`src/rtl/pkt_loader.sv`:
```
// Ingress loader: captures the packet header into a zero-padded buffer, counts the length,
// then holds the header while the processing block runs under a level start/ready handshake.
module pkt_loader #(
  parameter int unsigned HDR_MAX_LEN    = 64,
  parameter int unsigned LEN_W          = 16,
  parameter int unsigned TIMEOUT_CYCLES = 1024
) (
  input  logic                         clk,
  input  logic                         rst,
  input  logic                         in_valid_i,
  input  logic [7:0]                   in_data_i,
  input  logic                         in_last_i,
  output logic                         in_ready_o,
  output logic [HDR_MAX_LEN-1:0][7:0]  pkt_hdr_o,
  output logic                         proc_start_o,
  input  logic                         proc_ready_i,
  output logic [LEN_W-1:0]             pkt_len_o,
  output logic                         trunc_o,
  output logic                         done_o,
  output logic                         timeout_o,
  output logic                         busy_o
);

  localparam int unsigned IdxW = (HDR_MAX_LEN > 1) ? $clog2(HDR_MAX_LEN) : 1;
  localparam int unsigned CycW = $clog2(TIMEOUT_CYCLES + 3);

  localparam logic [CycW-1:0]  GuardLast = CycW'(1);
  localparam logic [CycW-1:0]  WaitLast  = CycW'(TIMEOUT_CYCLES + 1);
  localparam logic [LEN_W-1:0] HdrLast   = LEN_W'(HDR_MAX_LEN - 1);
  localparam logic [LEN_W-1:0] LenOne    = LEN_W'(1);

  typedef enum logic [2:0] {
    StIdle,
    StLoad,
    StDrain,
    StStart,
    StRelease
  } state_e;

  state_e state_q, state_d;

  logic [HDR_MAX_LEN-1:0][7:0] hdr_q, hdr_d;
  logic [LEN_W-1:0]            cnt_q, cnt_d;
  logic [LEN_W-1:0]            len_q, len_d;
  logic [LEN_W-1:0]            cnt_inc;
  logic [CycW-1:0]             cyc_q, cyc_d;
  logic                        trunc_q, trunc_d;
  logic                        trunc_out_q, trunc_out_d;
  logic                        to_q, to_d;

  logic accept;
  logic guard_done;
  logic ready_ok;
  logic wait_expired;

  assign accept       = in_valid_i & in_ready_o;
  // A ready left high by the previous packet must not complete this one.
  assign guard_done   = (cyc_q > GuardLast);
  assign ready_ok     = guard_done & proc_ready_i;
  assign wait_expired = guard_done & (cyc_q == WaitLast);
  assign cnt_inc      = (&cnt_q) ? cnt_q : cnt_q + LenOne;

  // State register
  always_ff @(posedge clk or negedge rst) begin
    if (!rst) begin
      state_q <= StIdle;
    end else begin
      state_q <= state_d;
    end
  end

  // Next-state logic
  always_comb begin
    state_d = state_q;
    unique case (state_q)
      StIdle: begin
        if (accept) begin
          if (in_last_i) begin
            state_d = StStart;
          end else if (HDR_MAX_LEN == 1) begin
            state_d = StDrain;
          end else begin
            state_d = StLoad;
          end
        end
      end
      StLoad: begin
        if (accept) begin
          if (in_last_i) begin
            state_d = StStart;
          end else if (cnt_q == HdrLast) begin
            state_d = StDrain;
          end
        end
      end
      StDrain: begin
        if (accept && in_last_i) begin
          state_d = StStart;
        end
      end
      StStart: begin
        if (ready_ok || wait_expired) begin
          state_d = StRelease;
        end
      end
      StRelease: begin
        state_d = StIdle;
      end
      default: begin
        state_d = StIdle;
      end
    endcase
  end

  // Datapath next-state
  always_comb begin
    hdr_d       = hdr_q;
    cnt_d       = cnt_q;
    len_d       = len_q;
    cyc_d       = cyc_q;
    trunc_d     = trunc_q;
    trunc_out_d = trunc_out_q;
    to_d        = to_q;
    unique case (state_q)
      StIdle: begin
        if (accept) begin
          hdr_d    = '0;
          hdr_d[0] = in_data_i;
          cnt_d    = LenOne;
          trunc_d  = 1'b0;
          to_d     = 1'b0;
          cyc_d    = '0;
        end
      end
      StLoad: begin
        if (accept) begin
          hdr_d[cnt_q[IdxW-1:0]] = in_data_i;
          cnt_d                  = cnt_inc;
        end
      end
      StDrain: begin
        if (accept) begin
          cnt_d   = cnt_inc;
          trunc_d = 1'b1;
        end
      end
      StStart: begin
        cyc_d = cyc_q + CycW'(1);
        if (ready_ok || wait_expired) begin
          len_d       = cnt_q;
          trunc_out_d = trunc_q;
          to_d        = ~ready_ok;
        end
      end
      StRelease: begin
        cyc_d = '0;
      end
      default: begin
        cyc_d = '0;
      end
    endcase
  end

  always_ff @(posedge clk or negedge rst) begin
    if (!rst) begin
      hdr_q       <= '0;
      cnt_q       <= '0;
      len_q       <= '0;
      cyc_q       <= '0;
      trunc_q     <= 1'b0;
      trunc_out_q <= 1'b0;
      to_q        <= 1'b0;
    end else begin
      hdr_q       <= hdr_d;
      cnt_q       <= cnt_d;
      len_q       <= len_d;
      cyc_q       <= cyc_d;
      trunc_q     <= trunc_d;
      trunc_out_q <= trunc_out_d;
      to_q        <= to_d;
    end
  end

  // Outputs
  always_comb begin
    in_ready_o   = 1'b0;
    proc_start_o = 1'b0;
    done_o       = 1'b0;
    timeout_o    = 1'b0;
    busy_o       = (state_q != StIdle);
    unique case (state_q)
      StIdle, StLoad, StDrain: in_ready_o = 1'b1;
      StStart:                 proc_start_o = 1'b1;
      StRelease: begin
        done_o    = 1'b1;
        timeout_o = to_q;
      end
      default: begin
        in_ready_o = 1'b0;
      end
    endcase
  end

  assign pkt_hdr_o = hdr_q;
  assign pkt_len_o = len_q;
  assign trunc_o   = trunc_out_q;

endmodule

```
`config.mk`:
```
export PLATFORM = sky130hd
export DESIGN_NAME = pkt_loader
export DESIGN_NICKNAME = d
export VERILOG_FILES = /design/src/rtl/pkt_loader.sv
export SDC_FILE = /design/constraint.sdc
export NUM_CORES = 1
export LEC_CHECK = 0
export BUFFER_PORTS_ARGS = -buffer_cell sky130_fd_sc_hd__buf_2
export CAP_MARGIN = 20
export CORE_AREA = 2 2 214 216
export CTS_CLUSTER_DIAMETER = 60
export DETAILED_ROUTE_END_ITERATION = 10
export DIE_AREA = 0 0 216 218
export PLACE_DENSITY = 0.74
export SLEW_MARGIN = 25
export SYNTH_ARGS = -nofsm -noshare
export SYNTH_HDL_FRONTEND = slang
export SYNTH_SLANG_ARGS = --single-unit
```
`constraint.sdc`:
```
create_clock -name clk -period 4.8 [get_ports clk]
set_input_delay 0.96 -clock clk [delete_from_list [all_inputs] [get_ports clk]]
set_output_delay 0.96 -clock clk [all_outputs]
set_load 0.1 [all_outputs]
```
==> results of run 1 <==
through the flow:
stage | setup WS [ps] | hold WS, ps | instance area (um2)
after floorplan | 1692 | 457.7 | 21590
after global placement | 1389 | 463.4 | 24820
after detailed placement | 1314 | 468.1 | 24820
after CTS | 934.5 | 486.9 | 26740
after global routing | 799.9 | 282.8 | 26780
final | 950.9 | 261.2 | 26780
cell usage after synthesis, types with 3 or more instances:
cell type,number
nand2_1,115
o31ai_1,3
and4_1,3
dfrtp_1,561
nand2b_1,8
a21oi_1,16
inv_1,5
nor4_2,3
nand4_1,10
a211oi_1,3
and2_1,14
nand3_1,8
mux2_4,9
clkbuf_1,135
buf_2,4
a31oi_1,9
o2bb2ai_1,368
a21o_1,49
nor2_1,29
xnor2_1,5
buf_1,3
ha_1,3
mux2_2,15
and3_1,9
o21ai_0,48
nor3_1,10
a22o_1,144
critical path, delay by kind of cell (launching register included):
| family | cells | cell delay, ps |
|---|---|---|
| buffers and inverters | 2 | 870 |
| DFF | 1 | 760 |
| and+or+nand+nor | 2 | 630 |
logic make-up after synthesis:
logic type,synth area share
flip-flops,0.6503
AND/OR/NAND/NOR,0.05199
buffers and inverters,0.02724
AO/OA/AOI/OAI,0.2506
multiplexers,0.01606
adder cells (fa/ha/maj),0.001739
XOR/XNOR,0.002029
layer usage:
layer  share of wire  vias up
met2            0.47      923
met3           0.091      196
met4           0.047        0
li1                -     7230
met1            0.40     8938
met5               0        -
registers in the layout, indices dropped and copies added, names as in the netlist:
register / flops
cnt_q: 16
pkt_hdr_o: 512
trunc_o: 1
to_q: 1
state_q: 3
trunc_q: 1
pkt_len_o: 16
cyc_q: 11
power groups by stage:
stage          registers (W)  logic, W  clock network [W]
3_5_place_dp         0.00554   0.00495                  0
3_3_place_gp         0.00553   0.00489                  0
4_1_cts              0.00546   0.00496            0.00462
6_report             0.00547   0.00497            0.00458
5_1_grt              0.00551   0.00516            0.00480
2_1_floorplan        0.00764   0.00157                  0
worst min path at each step:
stage                                           from  cells past startpoint                    endpoint
after floorplan                  trunc_q$_DFFE_PN0P_                      1         trunc_o$_DFFE_PN0P_
after global placement     pkt_hdr_o[70]$_DFFE_PN0P_                      2   pkt_hdr_o[70]$_DFFE_PN0P_
final                                            rst                      1    pkt_len_o[9]$_DFFE_PN0P_
after detailed placement  pkt_hdr_o[236]$_DFFE_PN0P_                      1  pkt_hdr_o[236]$_DFFE_PN0P_
after CTS                                        rst                      1    pkt_len_o[9]$_DFFE_PN0P_
after global routing                             rst                      1        cnt_q[8]$_DFFE_PN0P_
cell type report:
type	instances	area, um2	share of cell area
inverters	5	18.77	0.0007008
clock buffers	79	1599	0.05971
flip-flops and latches	561	14040	0.5243
repair buffers	576	3038	0.1134
well taps	600	750.7	0.02803
clock inverters	27	321.6	0.01201
multi-input cells	922	7012	0.2618
==> metrics, run 1 <==
die area=47,090 um2; clock power share=0.305; Slowest-stage cell, CP=dfrtp_4; Period minus WS final=3849 ps; n_diodes=0; combinational share of power=0.331; TritonRoute pass-1 iters=5; Worst Path Arrival=2890 ps; actual slew at the worst max-slew pin=1032 ps; Yosys cell types=58; Yosys Warn Count=0; share of power burned in registers=0.364; Clk pin slew, worst setup/hold paths=60 ps; R2R depth=5; fmax=259.8 MHz; area delta synth->final=24.07%; EDFF count, synth=0; final setup skew=18.46 ps; antenna violations before repair=0; Cell Area, Synth=21,590 um2; Critical Path RT=3840 ps; unrepaired setup endpoints after global routing=no; Critical Path Sink=proc_start_o; cts repair resizes=0; global-route wire length before repair=110,000 um; gp weighted congestion=0.8691; CP cell instances=nand2_1, or2_2, inv_1, buf_2; total global routing overflow=0; Slew Limit Fails=0; TritonCTS sink count=561; syn_area_per_cell=13.23 um2; Port-buffer cells=546; number of CTS-inserted buffers=56; cell row count=78; Post-synth top flop=dfrtp_1; FF-to-FF End=pkt_hdr_o[296]$_DFFE_PN0P_; DRC Markers=0; Post-Syn Nets=1,648; Peak VDD IR=0.0004290 V; GRT met3 Usage=0.07615; layout cell share with drive strength beyond 1=0.3327; leakage power=13.58 nW; CP Launch Type=flip-flop; IO Pins=547; met2 Use GR=0.4771; Die Y-Extent=218 um; via/cell ratio=6.241; CTS H-Tree Depth=2; PD cells=561.1 nW/um2; clk_lat worst skew=610 ps; Setup CP Type=reg -> out; crit share post-route=0.8019; Non-Filler Instances=2,770; internal reg-to-reg setup slack=1790 ps; Tot Pwr=0.01503 W; maximum clock path buffer count=3; Initial Util=0.4809; cells after synthesis=1,632; worst-path fanout max=38; GRT Overall Usage=0.3067; synth top area cells=dfrtp_1 (65%), o2bb2ai_1 (15%), a22o_1 (5.8%), clkbuf_1 (2.3%), nand2_1 (2.0%); placeable core region=44,890 um2; endpoint class of the critical path=primary output; Max-Cap Viols=0; Hold Buf Count CTS=0; Final Hold Viols=0; vias=17,290; Yosys top cell by area=dfrtp_1; dpl hpwl=48,560 um; commonest non-fill, non-tap cell in the layout=dfrtp_1; placed cells=2,663; grt met1 use=0.4068; Routed Antenna Nets=0; final core occ=0.5966; status=finished clean; pin count of the biggest net entering global routing=124; Post-CTS Repair Setup Buffers=0; Seq/Total Area, Yosys=0.6503; CTS tree=yes; CP startpoint=state_q[0]$_DFFE_PN0P_; async set-reset flop share out of synthesis=1.000; number of global-route vias before repair=17,110; Setup violations, final=0; Rel. slew slack=0.3085; fill cell count=3,590; Net Sw Frac=0.4318; setup tns final=0 ps; DR iter-0 viols=1,315; fin nets=2,138; NetSw=0.006489 W; routed length per instance=26.66 um; clock root cell=clkbuf_16; GR peak layer=met2; Post-Route WL=73,860 um; post-synth top area share=0.6503; Die Width=216 um; most frequent cells in the layout=dfrtp_1 (560), buf_2 (545), o2bb2ai_1 (368); Hold Crit Class=in -> async; Yosys reg bits=561; Reg2Reg Launch Point=state_q[2]$_DFFE_PN0P_; crit-path max cell delay=760 ps; Pint=0.008537 W
Power figures use the tool's default switching activity.
==> run 2, diff against run 1 <==
--- a/config.mk
+++ b/config.mk
@@ -7,11 +7,11 @@
 export LEC_CHECK = 0
 export BUFFER_PORTS_ARGS = -buffer_cell sky130_fd_sc_hd__buf_2
 export CAP_MARGIN = 20
-export CORE_AREA = 2 2 214 216
+export CORE_AREA = 2 2 211 213
 export CTS_CLUSTER_DIAMETER = 60
 export DETAILED_ROUTE_END_ITERATION = 10
-export DIE_AREA = 0 0 216 218
-export PLACE_DENSITY = 0.74
+export DIE_AREA = 0 0 213 215
+export PLACE_DENSITY = 0.75
 export SLEW_MARGIN = 25
 export SYNTH_ARGS = -nofsm -noshare
 export SYNTH_HDL_FRONTEND = slang
==> constraint.sdc (replaced) <==
create_clock -name clk -period 3.7 [get_ports clk]
set_input_delay 0.74 -clock clk [delete_from_list [all_inputs] [get_ports clk]]
set_output_delay 0.74 -clock clk [all_outputs]
set_load 0.1 [all_outputs]
==> metrics, run 2 (synthesis results as in run 1) <==
status=finished clean; n_diodes=0; placed cell areas=24,970 um2; Rel. slew slack=0.2623; Slowest-stage cell, CP=dfrtp_1; Die Y-Extent=215 um; dpl hpwl=49,950 um; TritonRoute pass-1 iters=6; Max-Cap Viols=0; CTS tree=yes; Initial Util=0.4946; Critical Path RT=2960 ps; area delta synth->final=24.30%; crit share post-route=0.8998; routed length per instance=26.54 um; unrepaired setup endpoints after global routing=no; GRT Overall Usage=0.3177; Hold Crit Class=in -> async; Die Width=213 um; Hold Buf Count CTS=0; final setup skew=17.13 ps; PD cells=721.2 nW/um2; gp weighted congestion=0.8800; Peak VDD IR=0.0004102 V; max FFs per register=512; endpoint class of the critical path=primary output; cell row count=77; DRC Markers=0; Post-CTS Repair Setup Buffers=0; vias=17,110; Final Hold Viols=0; CP cell instances=nand2_1, or2_2, inv_1, buf_2; IO Pins=547; CP Launch Type=flip-flop; TritonCTS sink count=561; Setup CP Type=reg -> out; fmax=300.4 MHz; layout cell share with drive strength beyond 1=0.3352; antenna violations before repair=0; cts repair resizes=0; total global routing overflow=0; crit path buf inv count=2; post-route cell area=26,830 um2; family with the most delay on the worst path=buffers and inverters; maximum clock path buffer count=3; Crit path depth=4; crit-path max cell delay=520 ps; via/cell ratio=6.191; actual slew at the worst max-slew pin=1107 ps; CTS H-Tree Depth=2; Port-buffer cells=546; most frequent cells in the layout=dfrtp_1 (560), buf_2 (545), o2bb2ai_1 (368); clk_lat worst skew=610 ps; R2R depth=5; commonest non-fill, non-tap cell in the layout=dfrtp_1; placeable core region=43,640 um2; global-route wire length before repair=110,300 um; fin nets=2,149; Worst Path Arrival=2590 ps; placed cells=2,668; pin count of the biggest net entering global routing=85; Routed Antenna Nets=0; fill cell count=3,437; Clk pin slew, worst setup/hold paths=70 ps; DR iter-0 viols=1,358; Setup violations, final=0; setup tns final=0 ps; number of CTS-inserted buffers=55; leakage power=13.63 nW; Slew Limit Fails=0; worst-path fanout max=13; Non-Filler Instances=2,764; die area=45,800 um2; Period minus WS final=3329 ps; Post-Route WL=73,350 um; clock root cell=clkbuf_16; number of global-route vias before repair=17,100
[run 2: power breakdown]
group          internal, W  switching [W]
Combinational      0.00106        0.00546
Clock              0.00339        0.00242
Sequential         0.00660       0.000421
Total               0.0110        0.00830
[run 2: layout make-up]
cell class	instances	area [um2]	area share
clock inverters	22	296.5	0.01105
multi-input cells	922	7007	0.2611
repair buffers	588	3158	0.1177
clock buffers	74	1569	0.05847
inverters	5	18.77	0.0006995
well taps	592	740.7	0.02761
flip-flops and latches	561	14040	0.5233
[run 2: worst reg2reg max path: stages (launching register included)]
cell,delay [ps]
dfrtp_1,760
nand2_1,230
or2_2,370
nor2_1,610
a21oi_1,400
a22o_1,320
[run 2: routing by layer]
metal	global-route usage	routed length, um
met1	0.4211	29320
met2	0.4984	34270
met3	0.07351	6239
met4	0.1462	3515
met5	0	0
[run 2: per-stage QoR]
step                power, W  utilization  hold WS [ps]  setup slack (ps)
CTS                  0.01936       0.6148         153.2             382.7
global route         0.01990       0.6148         189.7             301.1
detailed placement   0.01360       0.5721         468.1             725.1
global placement     0.01352       0.5719         462.2             800.3
finish               0.01935       0.6148         138.6             370.9
floorplan            0.01195            -         444.4             710.0
[run 2: final timing paths]
kind / from / to / slack (ps)
worst max-delay path: state_q[1]$_DFFE_PN0P_ / proc_start_o / 370
worst min-delay path: rst / pkt_hdr_o[193]$_DFFE_PN0P_ / 140
worst max register to register: cnt_q[2]$_DFFE_PN0P_ / pkt_hdr_o[375]$_DFFE_PN0P_ / 910
worst min register to register: pkt_hdr_o[410]$_DFFE_PN0P_ / pkt_hdr_o[410]$_DFFE_PN0P_ / 480
max in group asynchronous: rst / pkt_hdr_o[197]$_DFFE_PN0P_ / 2540
min in group clk: pkt_hdr_o[410]$_DFFE_PN0P_ / pkt_hdr_o[410]$_DFFE_PN0P_ / 480
==> run 3, diff against run 2 <==
--- a/config.mk
+++ b/config.mk
@@ -8,6 +8,7 @@
 export BUFFER_PORTS_ARGS = -buffer_cell sky130_fd_sc_hd__buf_2
 export CAP_MARGIN = 20
 export CORE_AREA = 2 2 211 213
+export CTS_BUF_LIST = sky130_fd_sc_hd__clkbuf_16
 export CTS_CLUSTER_DIAMETER = 60
 export DETAILED_ROUTE_END_ITERATION = 10
 export DIE_AREA = 0 0 213 215
==> metrics, run 3 (synthesis results as in run 1) <==
status=finished clean; routed length per instance=26.55 um; via/cell ratio=6.206; Setup violations, final=0; TritonCTS sink count=561; Max-Cap Viols=0; Slew Limit Fails=0; DRC Markers=0; clock root cell=clkbuf_16; IO Pins=547; n_diodes=0; fill cell count=3,451; cell row count=77; CP Launch Type=flip-flop; gp weighted congestion=0.8800; Worst Path Arrival=2600 ps; Final Hold Viols=0; layout cell share with drive strength beyond 1=0.3306; leakage power=13.61 nW; Hold Crit Class=in -> async; Die Y-Extent=215 um; Clk pin slew, worst setup/hold paths=70 ps; Peak VDD IR=0.0004035 V; cts repair resizes=0; clock power share=0.291; Critical Path RT=2960 ps; fin nets=2,149; R2R depth=5; final core occ=0.6125; fmax=299.2 MHz; pin count of the biggest net entering global routing=85; GRT Overall Usage=0.3176; Post-Route WL=73,390 um; actual slew at the worst max-slew pin=1118 ps; Pint=0.01082 W; dpl hpwl=49,950 um; unrepaired setup endpoints after global routing=no; Initial Util=0.4946; Post-CTS Repair Setup Buffers=0; most frequent cells in the layout=dfrtp_1 (560), buf_2 (545), o2bb2ai_1 (368); Routed Antenna Nets=0; TritonRoute pass-1 iters=7; final setup skew=14.94 ps; maximum clock path buffer count=3; number of CTS-inserted buffers=55; vias=17,150; number of global-route vias before repair=17,080; Net Sw Frac=0.4339; total global routing overflow=0; clk_lat worst skew=610 ps; crit share post-route=0.9033; Rel. slew slack=0.2545; Setup CP Type=reg -> out; die area=45,800 um2; CTS tree=yes; NetSw=0.008293 W; Port-buffer cells=546; Hold Buf Count CTS=0; max FFs per register=512; combinational share of power=0.341; DR iter-0 viols=1,357; worst-path fanout max=13; global-route wire length before repair=110,200 um; area delta synth->final=23.83%; placeable core region=43,640 um2; setup tns final=0 ps; commonest non-fill, non-tap cell in the layout=dfrtp_1; CTS H-Tree Depth=2; endpoint class of the critical path=primary output; antenna violations before repair=0; PD cells=714.9 nW/um2; share of power burned in registers=0.367; Period minus WS final=3342 ps; Die Width=213 um
-- run 3: final timing paths --
kind	start	slack (ps)	end
setup reg to reg	cnt_q[2]$_DFFE_PN0P_	920	pkt_hdr_o[375]$_DFFE_PN0P_
hold reg to reg	pkt_hdr_o[410]$_DFFE_PN0P_	480	pkt_hdr_o[410]$_DFFE_PN0P_
hold / removal	rst	130	pkt_hdr_o[193]$_DFFE_PN0P_
max in group asynchronous	rst	2540	pkt_hdr_o[507]$_DFFE_PN0P_
setup / recovery	state_q[1]$_DFFE_PN0P_	360	proc_start_o
min in group clk	pkt_hdr_o[410]$_DFFE_PN0P_	480	pkt_hdr_o[410]$_DFFE_PN0P_
-- run 3: power by group through the flow --
| stage | Combinational [W] | Clock (W) | Sequential (W) |
|---|---|---|---|
| global placement | 0.00643 | 0 | 0.00709 |
| finish | 0.00652 | 0.00557 | 0.00702 |
| detailed placement | 0.00649 | 0 | 0.00711 |
| global route | 0.00674 | 0.00585 | 0.00707 |
| CTS | 0.00651 | 0.00560 | 0.00701 |
| floorplan | 0.00204 | 0 | 0.00991 |
-- run 3: through the flow --
stage          power [W]  cell area [um2]  hold slack (ps)  cells  setup slack [ps]
2_1_floorplan    0.01195            21590            444.4   1632             710.0
3_3_place_gp     0.01352            24960            462.2   2668             800.3
3_5_place_dp     0.01360            24970            468.1   2668             725.1
4_1_cts          0.01912            26730            153.8   2764             382.7
5_1_grt          0.01966            26730            191.4   2764             301.1
6_report         0.01911            26730            134.0   2764             357.7
-- run 3: cell type report --
cell class                 count  area, um2  share of cell area
sequential                   561      14040              0.5253
multi-input combinational    922       7007              0.2621
timing repair buffer         588       3158              0.1181
clock buffer                  56       1401             0.05242
tap                          592      740.7             0.02771
clock inverter                40      364.1             0.01362
inverter                       5      18.77           0.0007021
-- run 3: per-layer routing --
metal,wire length [um],global-route usage
met3,6151,0.07292
met1,29500,0.4229
met4,3539,0.1466
met5,0,0
met2,34200,0.4962
-- run 3: critical path, cell delays in order (launching register included) --
cell     delay (ps)
dfrtp_1         520
nand2_1         150
or2_2           430
inv_1           380
buf_2           510
